## src/rtl/predistort_pkg.sv

```systemverilog
// -----------------------------------------------------------------------------
// predistort_pkg
// Shared definitions for the predistorter tap-table controller. The NoC
// settings block and the readback mux use the same package:
//   - SR_* register offsets, relative to the owner's SR_BASE
//   - FSM state encoding of the tap streamer
//   - bit positions of the 32-bit status readback word
//   - helpers: lowest-set-bit channel pick, one-hot decode, status packing
// -----------------------------------------------------------------------------
package predistort_pkg;

    // Widest channel mask the controller supports.
    localparam int MAX_CHANNELS = 4;
    localparam int CHAN_W       = 2;

    // Settings-register offsets from SR_BASE.
    localparam int SR_TAP_DATA  = 0;
    localparam int SR_TAP_CLEAR = 1;
    localparam int SR_COMMIT    = 2;

    // Streamer FSM states.
    typedef enum logic [1:0] {
        ST_IDLE   = 2'd0,
        ST_SELECT = 2'd1,
        ST_STREAM = 2'd2,
        ST_NEXT   = 2'd3
    } tap_state_t;

    // Status word layout:
    // {overflow, reject, busy, 5'b0, cur_chan[7:0], count[15:0]}.
    localparam int STATUS_OVERFLOW_BIT = 31;
    localparam int STATUS_REJECT_BIT   = 30;
    localparam int STATUS_BUSY_BIT     = 29;
    localparam int STATUS_CHAN_LSB     = 16;
    localparam int STATUS_COUNT_LSB    = 0;

    // Index of the lowest set bit. Returns 0 for an empty mask; callers only
    // use it on a non-empty mask.
    function automatic logic [CHAN_W-1:0] lowest_set_bit(input logic [MAX_CHANNELS-1:0] mask);
        logic [CHAN_W-1:0] idx;
        idx = '0;
        for (int i = MAX_CHANNELS - 1; i >= 0; i--) begin
            if (mask[i]) begin
                idx = CHAN_W'(i);
            end
        end
        return idx;
    endfunction

    function automatic logic [MAX_CHANNELS-1:0] chan_onehot(input logic [CHAN_W-1:0] chan);
        logic [MAX_CHANNELS-1:0] oh;
        oh       = '0;
        oh[chan] = 1'b1;
        return oh;
    endfunction

    function automatic logic [31:0] pack_status(
        input logic        overflow,
        input logic        reject,
        input logic        busy,
        input logic [7:0]  chan,
        input logic [15:0] count
    );
        logic [31:0] word;
        word                                       = '0;
        word[STATUS_OVERFLOW_BIT]                  = overflow;
        word[STATUS_REJECT_BIT]                    = reject;
        word[STATUS_BUSY_BIT]                      = busy;
        word[STATUS_CHAN_LSB +: 8]                 = chan;
        word[STATUS_COUNT_LSB +: 16]               = count;
        return word;
    endfunction

endpackage

```

## src/rtl/predistort_tap_ram.sv

```systemverilog
// -----------------------------------------------------------------------------
// predistort_tap_ram
// Staging table for predistorter taps: 2^DEPTH entries x 16 bits.
// Synchronous write, combinational read, so the streamer can load its output
// register in the same cycle it presents the read address.
//   clk      : clock
//   wr_en    : write strobe
//   wr_addr  : write index
//   wr_data  : tap value to store
//   rd_addr  : read index
//   rd_data  : tap value at rd_addr (combinational)
// Contents are not reset.
// -----------------------------------------------------------------------------
module predistort_tap_ram #(
    parameter int DEPTH = 7
) (
    input  logic             clk,
    input  logic             wr_en,
    input  logic [DEPTH-1:0] wr_addr,
    input  logic [15:0]      wr_data,
    input  logic [DEPTH-1:0] rd_addr,
    output logic [15:0]      rd_data
);

    logic [15:0] mem [0:(1<<DEPTH)-1];

    always_ff @(posedge clk) begin
        if (wr_en) begin
            mem[wr_addr] <= wr_data;
        end
    end

    assign rd_data = mem[rd_addr];

endmodule

```

## src/rtl/predistort_taps_ctrl.sv

```systemverilog
// -----------------------------------------------------------------------------
// predistort_taps_ctrl
// Collects predistorter taps from the settings bus into a staging table, then
// streams the whole table to each channel selected by a commit mask. Channels
// are served one at a time in ascending order.
//   clk, reset          : clock, asynchronous active-high reset
//   set_stb/addr/data   : settings bus (SR_BASE+0 data, +1 clear, +2 commit)
//   taps_tdata          : 16-bit tap per channel, lane k = bits [16k+15:16k]
//   taps_tvalid/tlast   : per-channel stream handshake, only cur_chan active
//   taps_tready         : per-channel backpressure
//   busy                : a load is in progress (FSM not idle)
//   status              : {overflow, reject, busy, 5'b0, cur_chan, count}
// Timing: commit strobe cycle -> SELECT cycle -> first beat, so tvalid rises
// two cycles after the strobe cycle; between channels, NEXT and SELECT leave a
// two-cycle gap.
// -----------------------------------------------------------------------------
module predistort_taps_ctrl
    import predistort_pkg::*;
#(
    parameter int NUM_CHANNELS = 4,
    parameter int DEPTH        = 7,
    parameter int SR_BASE      = 130
) (
    input  logic                      clk,
    input  logic                      reset,
    input  logic                      set_stb,
    input  logic [7:0]                set_addr,
    input  logic [31:0]               set_data,
    output logic [16*NUM_CHANNELS-1:0] taps_tdata,
    output logic [NUM_CHANNELS-1:0]   taps_tlast,
    output logic [NUM_CHANNELS-1:0]   taps_tvalid,
    input  logic [NUM_CHANNELS-1:0]   taps_tready,
    output logic                      busy,
    output logic [31:0]               status
);

    localparam int NUM_TAPS = 1 << DEPTH;
    // One extra bit so count can hold NUM_TAPS itself (table full).
    localparam int CNT_W    = DEPTH + 1;

    localparam logic [CNT_W-1:0] FULL_COUNT     = CNT_W'(NUM_TAPS);
    localparam logic [7:0]       ADDR_TAP_DATA  = 8'(SR_BASE + SR_TAP_DATA);
    localparam logic [7:0]       ADDR_TAP_CLEAR = 8'(SR_BASE + SR_TAP_CLEAR);
    localparam logic [7:0]       ADDR_COMMIT    = 8'(SR_BASE + SR_COMMIT);

    tap_state_t              state_reg;
    logic [CNT_W-1:0]        count_reg;
    logic [CNT_W-1:0]        rd_ptr_reg;
    logic [NUM_CHANNELS-1:0] pending_reg;
    logic [CHAN_W-1:0]       cur_chan_reg;
    logic                    overflow_reg;
    logic                    reject_reg;
    logic [15:0]             tdata_reg;
    logic [NUM_CHANNELS-1:0] tvalid_reg;
    logic [NUM_CHANNELS-1:0] tlast_reg;

    // Settings decode
    logic                    do_tap;
    logic                    do_clear;
    logic                    do_commit;
    logic                    is_idle;
    logic [NUM_CHANNELS-1:0] commit_mask;
    logic                    commit_ok;

    assign do_tap      = set_stb && (set_addr == ADDR_TAP_DATA);
    assign do_clear    = set_stb && (set_addr == ADDR_TAP_CLEAR);
    assign do_commit   = set_stb && (set_addr == ADDR_COMMIT);
    assign is_idle     = (state_reg == ST_IDLE);
    assign commit_mask = set_data[NUM_CHANNELS-1:0];
    assign commit_ok   = do_commit && is_idle && (count_reg != '0) && (|commit_mask);

    // Staging table. Writes are only accepted while idle, so the table is
    // frozen for the duration of a load.
    logic              ram_we;
    logic [DEPTH-1:0]  ram_raddr;
    logic [15:0]       ram_rdata;
    logic [CNT_W-1:0]  rd_next;
    logic [CNT_W-1:0]  last_idx;

    assign ram_we    = do_tap && is_idle && (count_reg != FULL_COUNT);
    assign rd_next   = rd_ptr_reg + CNT_W'(1);
    assign last_idx  = count_reg - CNT_W'(1);
    // SELECT preloads entry 0; in STREAM the read port looks one entry ahead
    // so the output register can advance on every handshake.
    assign ram_raddr = (state_reg == ST_SELECT) ? '0 : rd_next[DEPTH-1:0];

    predistort_tap_ram #(
        .DEPTH (DEPTH)
    ) u_tap_ram (
        .clk     (clk),
        .wr_en   (ram_we),
        .wr_addr (count_reg[DEPTH-1:0]),
        .wr_data (set_data[15:0]),
        .rd_addr (ram_raddr),
        .rd_data (ram_rdata)
    );

    // Channel selection
    logic [MAX_CHANNELS-1:0] pending_wide;
    logic [CHAN_W-1:0]       sel_chan;
    logic [MAX_CHANNELS-1:0] sel_onehot_wide;
    logic [NUM_CHANNELS-1:0] sel_onehot;
    logic [MAX_CHANNELS-1:0] cur_onehot_wide;
    logic [NUM_CHANNELS-1:0] cur_onehot;
    logic                    handshake;

    assign pending_wide    = MAX_CHANNELS'(pending_reg);
    assign sel_chan        = lowest_set_bit(pending_wide);
    assign sel_onehot_wide = chan_onehot(sel_chan);
    assign sel_onehot      = sel_onehot_wide[NUM_CHANNELS-1:0];
    assign cur_onehot_wide = chan_onehot(cur_chan_reg);
    assign cur_onehot      = cur_onehot_wide[NUM_CHANNELS-1:0];
    // tvalid_reg is one-hot on cur_chan, so this is the selected ready.
    assign handshake       = |(tvalid_reg & taps_tready);

    always_ff @(posedge clk or posedge reset) begin
        if (reset) begin
            state_reg    <= ST_IDLE;
            count_reg    <= '0;
            rd_ptr_reg   <= '0;
            pending_reg  <= '0;
            cur_chan_reg <= '0;
            overflow_reg <= 1'b0;
            reject_reg   <= 1'b0;
            tdata_reg    <= '0;
            tvalid_reg   <= '0;
            tlast_reg    <= '0;
        end else begin
            // Settings bus. Only one address is decoded per strobe.
            if (do_tap) begin
                if (!is_idle) begin
                    reject_reg <= 1'b1;
                end else if (count_reg == FULL_COUNT) begin
                    overflow_reg <= 1'b1;
                end else begin
                    count_reg <= count_reg + CNT_W'(1);
                end
            end
            if (do_clear) begin
                if (!is_idle) begin
                    reject_reg <= 1'b1;
                end else begin
                    count_reg    <= '0;
                    overflow_reg <= 1'b0;
                    reject_reg   <= 1'b0;
                end
            end
            if (do_commit && !commit_ok) begin
                reject_reg <= 1'b1;
            end

            // Streamer
            case (state_reg)
                ST_IDLE: begin
                    if (commit_ok) begin
                        pending_reg <= commit_mask;
                        state_reg   <= ST_SELECT;
                    end
                end
                ST_SELECT: begin
                    cur_chan_reg <= sel_chan;
                    rd_ptr_reg   <= '0;
                    tdata_reg    <= ram_rdata;
                    tvalid_reg   <= sel_onehot;
                    tlast_reg    <= (last_idx == '0) ? sel_onehot : '0;
                    state_reg    <= ST_STREAM;
                end
                ST_STREAM: begin
                    if (handshake) begin
                        if (|tlast_reg) begin
                            tvalid_reg  <= '0;
                            tlast_reg   <= '0;
                            pending_reg <= pending_reg & ~cur_onehot;
                            state_reg   <= ST_NEXT;
                        end else begin
                            rd_ptr_reg <= rd_next;
                            tdata_reg  <= ram_rdata;
                            tlast_reg  <= (rd_next == last_idx) ? cur_onehot : '0;
                        end
                    end
                end
                ST_NEXT: begin
                    state_reg <= (pending_reg != '0) ? ST_SELECT : ST_IDLE;
                end
                default: begin
                    state_reg <= ST_IDLE;
                end
            endcase
        end
    end

    // Only the active channel's lane carries data; every other lane is zero.
    genvar gi;
    generate
        for (gi = 0; gi < NUM_CHANNELS; gi++) begin : g_lane
            assign taps_tdata[16*gi +: 16] = tvalid_reg[gi] ? tdata_reg : 16'h0000;
        end
    endgenerate

    assign taps_tvalid = tvalid_reg;
    assign taps_tlast  = tlast_reg;
    assign busy        = !is_idle;
    assign status      = pack_status(overflow_reg, reject_reg, busy,
                                     8'(cur_chan_reg), 16'(count_reg));

    // Upper settings-data bits have no meaning for this block.
    logic unused_set_data;
    assign unused_set_data = ^set_data[31:16];

endmodule

```

## config.mk

```make
export PLATFORM = sky130hd
export DESIGN_NAME = predistort_taps_ctrl
export DESIGN_NICKNAME = d
export VERILOG_FILES = /design/src/rtl/predistort_pkg.sv /design/src/rtl/predistort_tap_ram.sv /design/src/rtl/predistort_taps_ctrl.sv
export SDC_FILE = /design/constraint.sdc
export NUM_CORES = 2
export LEC_CHECK = 0
export ABC_AREA = 1
export BUFFER_PORTS_ARGS = -buffer_cell sky130_fd_sc_hd__buf_4
export CAP_MARGIN = 20
export CORE_ASPECT_RATIO = 0.6
export CORE_MARGIN = 4
export CORE_UTILIZATION = 42
export CTS_CLUSTER_DIAMETER = 150
export DETAILED_ROUTE_END_ITERATION = 12
export GPL_ROUTABILITY_DRIVEN = 1
export PLACE_DENSITY_LB_ADDON = 0.1
export REMOVE_ABC_BUFFERS = 1
export SETUP_SLACK_MARGIN = 0.15
export SYNTH_ARGS = -nofsm -noshare
export SYNTH_HDL_FRONTEND = slang
export SYNTH_SLANG_ARGS = --single-unit
```

## constraint.sdc

```tcl
create_clock -name clk -period 5 [get_ports clk]
set_input_delay 0.75 -clock clk [delete_from_list [all_inputs] [get_ports clk]]
set_output_delay 0.75 -clock clk [all_outputs]
set_load 0.05 [all_outputs]
```

==> impl_metrics.ini <==
[outcome]
run_status = finished clean

[timing]
fmax_mhz = 227
tightest_slew_ns = 1.10
setup_violations = 0
fin_crit_sh_pct = 87.9
relSlewSlack_pct = 26.6
period_needed_ns = 4.40
setup-tns-final_ns = 0
maxSlewViolCount = 0
rsz0062_at_grt = no
whs_ns = 0.115
setup_ws_ns = 0.603
finalHoldViolations = 0
worst_clock_skew_ns = 0.0486

[logic_synthesis]
async_flop_share_pct = 2.38
synth-xor-area-share_pct = 0.123
synth_flop_cell = edfxtp_1
avgSynthCellArea_um2 = 10.3
synthTopCellsByArea = edfxtp_1 67%, nand2_1 11%, nand3_1 9.3%
synth_commonest_cells = 2609 x nand2_1, 2048 x edfxtp_1, 1698 x nand3_1, 1525 x inv_1, 378 x buf_2
netlist_instances = 8857
yosys_warnings = 0
synth_adder_area_share_pct = 0.123
synth-simple-area-share_pct = 21.0
synth_seq_cells = 2098
synth.most_common_cell = nand2_1
synth_top_family_by_area = simple AND/OR/NAND/NOR gates
synth_compound_area_share_pct = 1.19
synth_top_cell_area_share_pct = 67.1
synth_edf_count = 2048
muxShareOfSynthArea_pct = 0
netlist_area_mm2 = 0.0917
ys_types = 39
yosysTopAreaCell = edfxtp_1
yosysSeqAreaShare_pct = 68.5

[power_and_ir_drop]
peakVddDrop_v = 0.000458
p_leak_nw = 43.1
power_per_cell_area_mw_per_mm2 = 513

[finish]
largest_reg_flops = 2048
fin_nets = 9075
drive_gt1_share_pct = 7.95
area.growth.synth_to_final_pct = 12.3
fillers = 19800
final_cells = 12100

[clock_tree]
cts.clk_slew.worst_paths_ns = 0.07
cts_hold_buf = 0
postCtsSetupRepairBufs = 0
cts_resized = 0
numCtsBuffers = 203
cts_root_buf = clkbuf_16
h-tree-depth = 4
cts_sinks = 2098
clock_latency_ns = 0.86
cts_tree = built
cts_buffer_depth = 4

[floorplan]
ios = 152
die_w_um = 611
rows = 132
dieArea_mm2 = 0.226
chipHeight_um = 370
coreArea_mm2 = 0.216
initial_core_util_pct = 42.4

[critical_path]
reg2regPathDepth = 13
endpoint_kind = register
critPathLaunch = state_reg[1]$_DFFE_PP0P_
cp-start-kind = register
r2r-start = state_reg[1]$_DFFE_PP0P_
criticalPathCategory = reg2reg
path_max_fanout = 61
critPathArrivalTime_ns = 5.10
crit_required_ns = 5.71
r2r_slack_ns = 0.60
r2r-end = tdata_reg[13]$_DFFE_PP0P_

[min_path]
min_path_type = in2async

[route]
drc = 0
wl_per_cell_um = 22.5
finalWirelength_um = 271000
via_per_inst = 5.14
highest_layer = met5
m1WireLength_um = 130000
firstDrtPassIters = 6
first_iter_violations = 7257
met2RoutedLength_um = 111000
met3_length_um = 24600
antenna_left = 0
vias = 62000

[placement]
post-place-cells = 11700
dpl_worst_slack_ns = 0.807
place.gp.congestion = 0.895
port_buffers = 116
dp_hpwl_um = 164000

[global_routing]
antenna_found_initial = 11
gr-usage-all-layers_pct = 23.6
grt_max_degree = 129
first_global_vias = 56800
grt_pass1_wl_um = 395000
overflow = 0

[flow_run]
drv_cap = 0
[cell families after synthesis]
kind of cell	Yosys count
adder cells (fa/ha/maj)	9
other	1
AND/OR/NAND/NOR	4539
XOR/XNOR	12
AO/OA/AOI/OAI	172
buffers and inverters	2026
flip-flops	2098
[through the flow]
| stage | total power, mW | cell area (um2) | util [%] |
|---|---|---|---|
| global placement | 38.2 | 96800 | 44.7 |
| finish | 52.8 | 103000 | 47.6 |
| floorplan | 29.9 | 89200 | - |
| global route | 55.7 | 103000 | 47.6 |
| detailed placement | 38.3 | 96800 | 44.7 |
| CTS | 53.0 | 103000 | 47.6 |
[power by group]
group | internal (mW) | switching, mW | leakage (nW)
clock | 8.15 | 6.58 | 3.01
combinational | 5.09 | 13.2 | 21.0
sequential | 19.4 | 0.279 | 19.0
total | 32.7 | 20.1 | 43.1
[layout by cell type, fill, tap and decap left out, drive strengths merged]
master,n
o22ai,6
nand4,9
conb,19
edfxtp,2048
xor2,9
nor4,5
buf,433
bufinv,10
diode,3
nand3,1698
clkinv,90
clkbuf,255
nor3,8
or2,2
dfrtp,50
nand2,2611
o21bai,1
inv,1532
o32ai,2
o211ai,81
a21oi,26
ha,9
a22o,2
o31ai,1
o21ai,52
clkinvlp,4
nor2,206
o311ai,1
xnor2,3
[metal layers]
metal  vias up  track usage [%]
met3       304             4.73
met1     30200             37.6
met4         2             4.42
met2      2284             33.2
met5         -                0
li1      29200                -
[critical path, stage by stage, from the launching register on]
cell,delay (ns)
dfrtp_1,0.40
inv_1,0.10
ha_1,0.45
inv_4,0.30
nand3_4,0.49
inv_8,0.67
buf_12,0.32
nand3_1,0.14
nand3_1,0.15
nand3_1,0.37
nand3_1,0.28
nand3_1,0.21
nand3_1,0.17
nand2_1,0.07
[area by class of cell]
class                           count  area (um2)  area share [%]
Inverter                         1532        5770            5.60
Clock inverter                    104         713           0.693
Clock buffer                      255        5430            5.28
Antenna cell                        3        7.51         0.00729
Sequential cell                  2098       62800            61.0
Timing Repair Buffer              433        3880            3.77
Multi-Input combinational cell   4751       20800            20.2
Tap cell                         2881        3600            3.50
[how the worst max path moves through the flow]
| stage | endpoint | cells past startpoint |
|---|---|---|
| finish | tdata_reg[13]$_DFFE_PP0P_ | 13 |
| global route | tdata_reg[10]$_DFFE_PP0P_ | 13 |
| CTS | tdata_reg[13]$_DFFE_PP0P_ | 13 |
| detailed placement | tdata_reg[13]$_DFFE_PP0P_ | 13 |
| global placement | tdata_reg[13]$_DFFE_PP0P_ | 13 |
| floorplan | tdata_reg[0]$_DFFE_PP0P_ | 10 |
(Power assumes the default switching activity.)
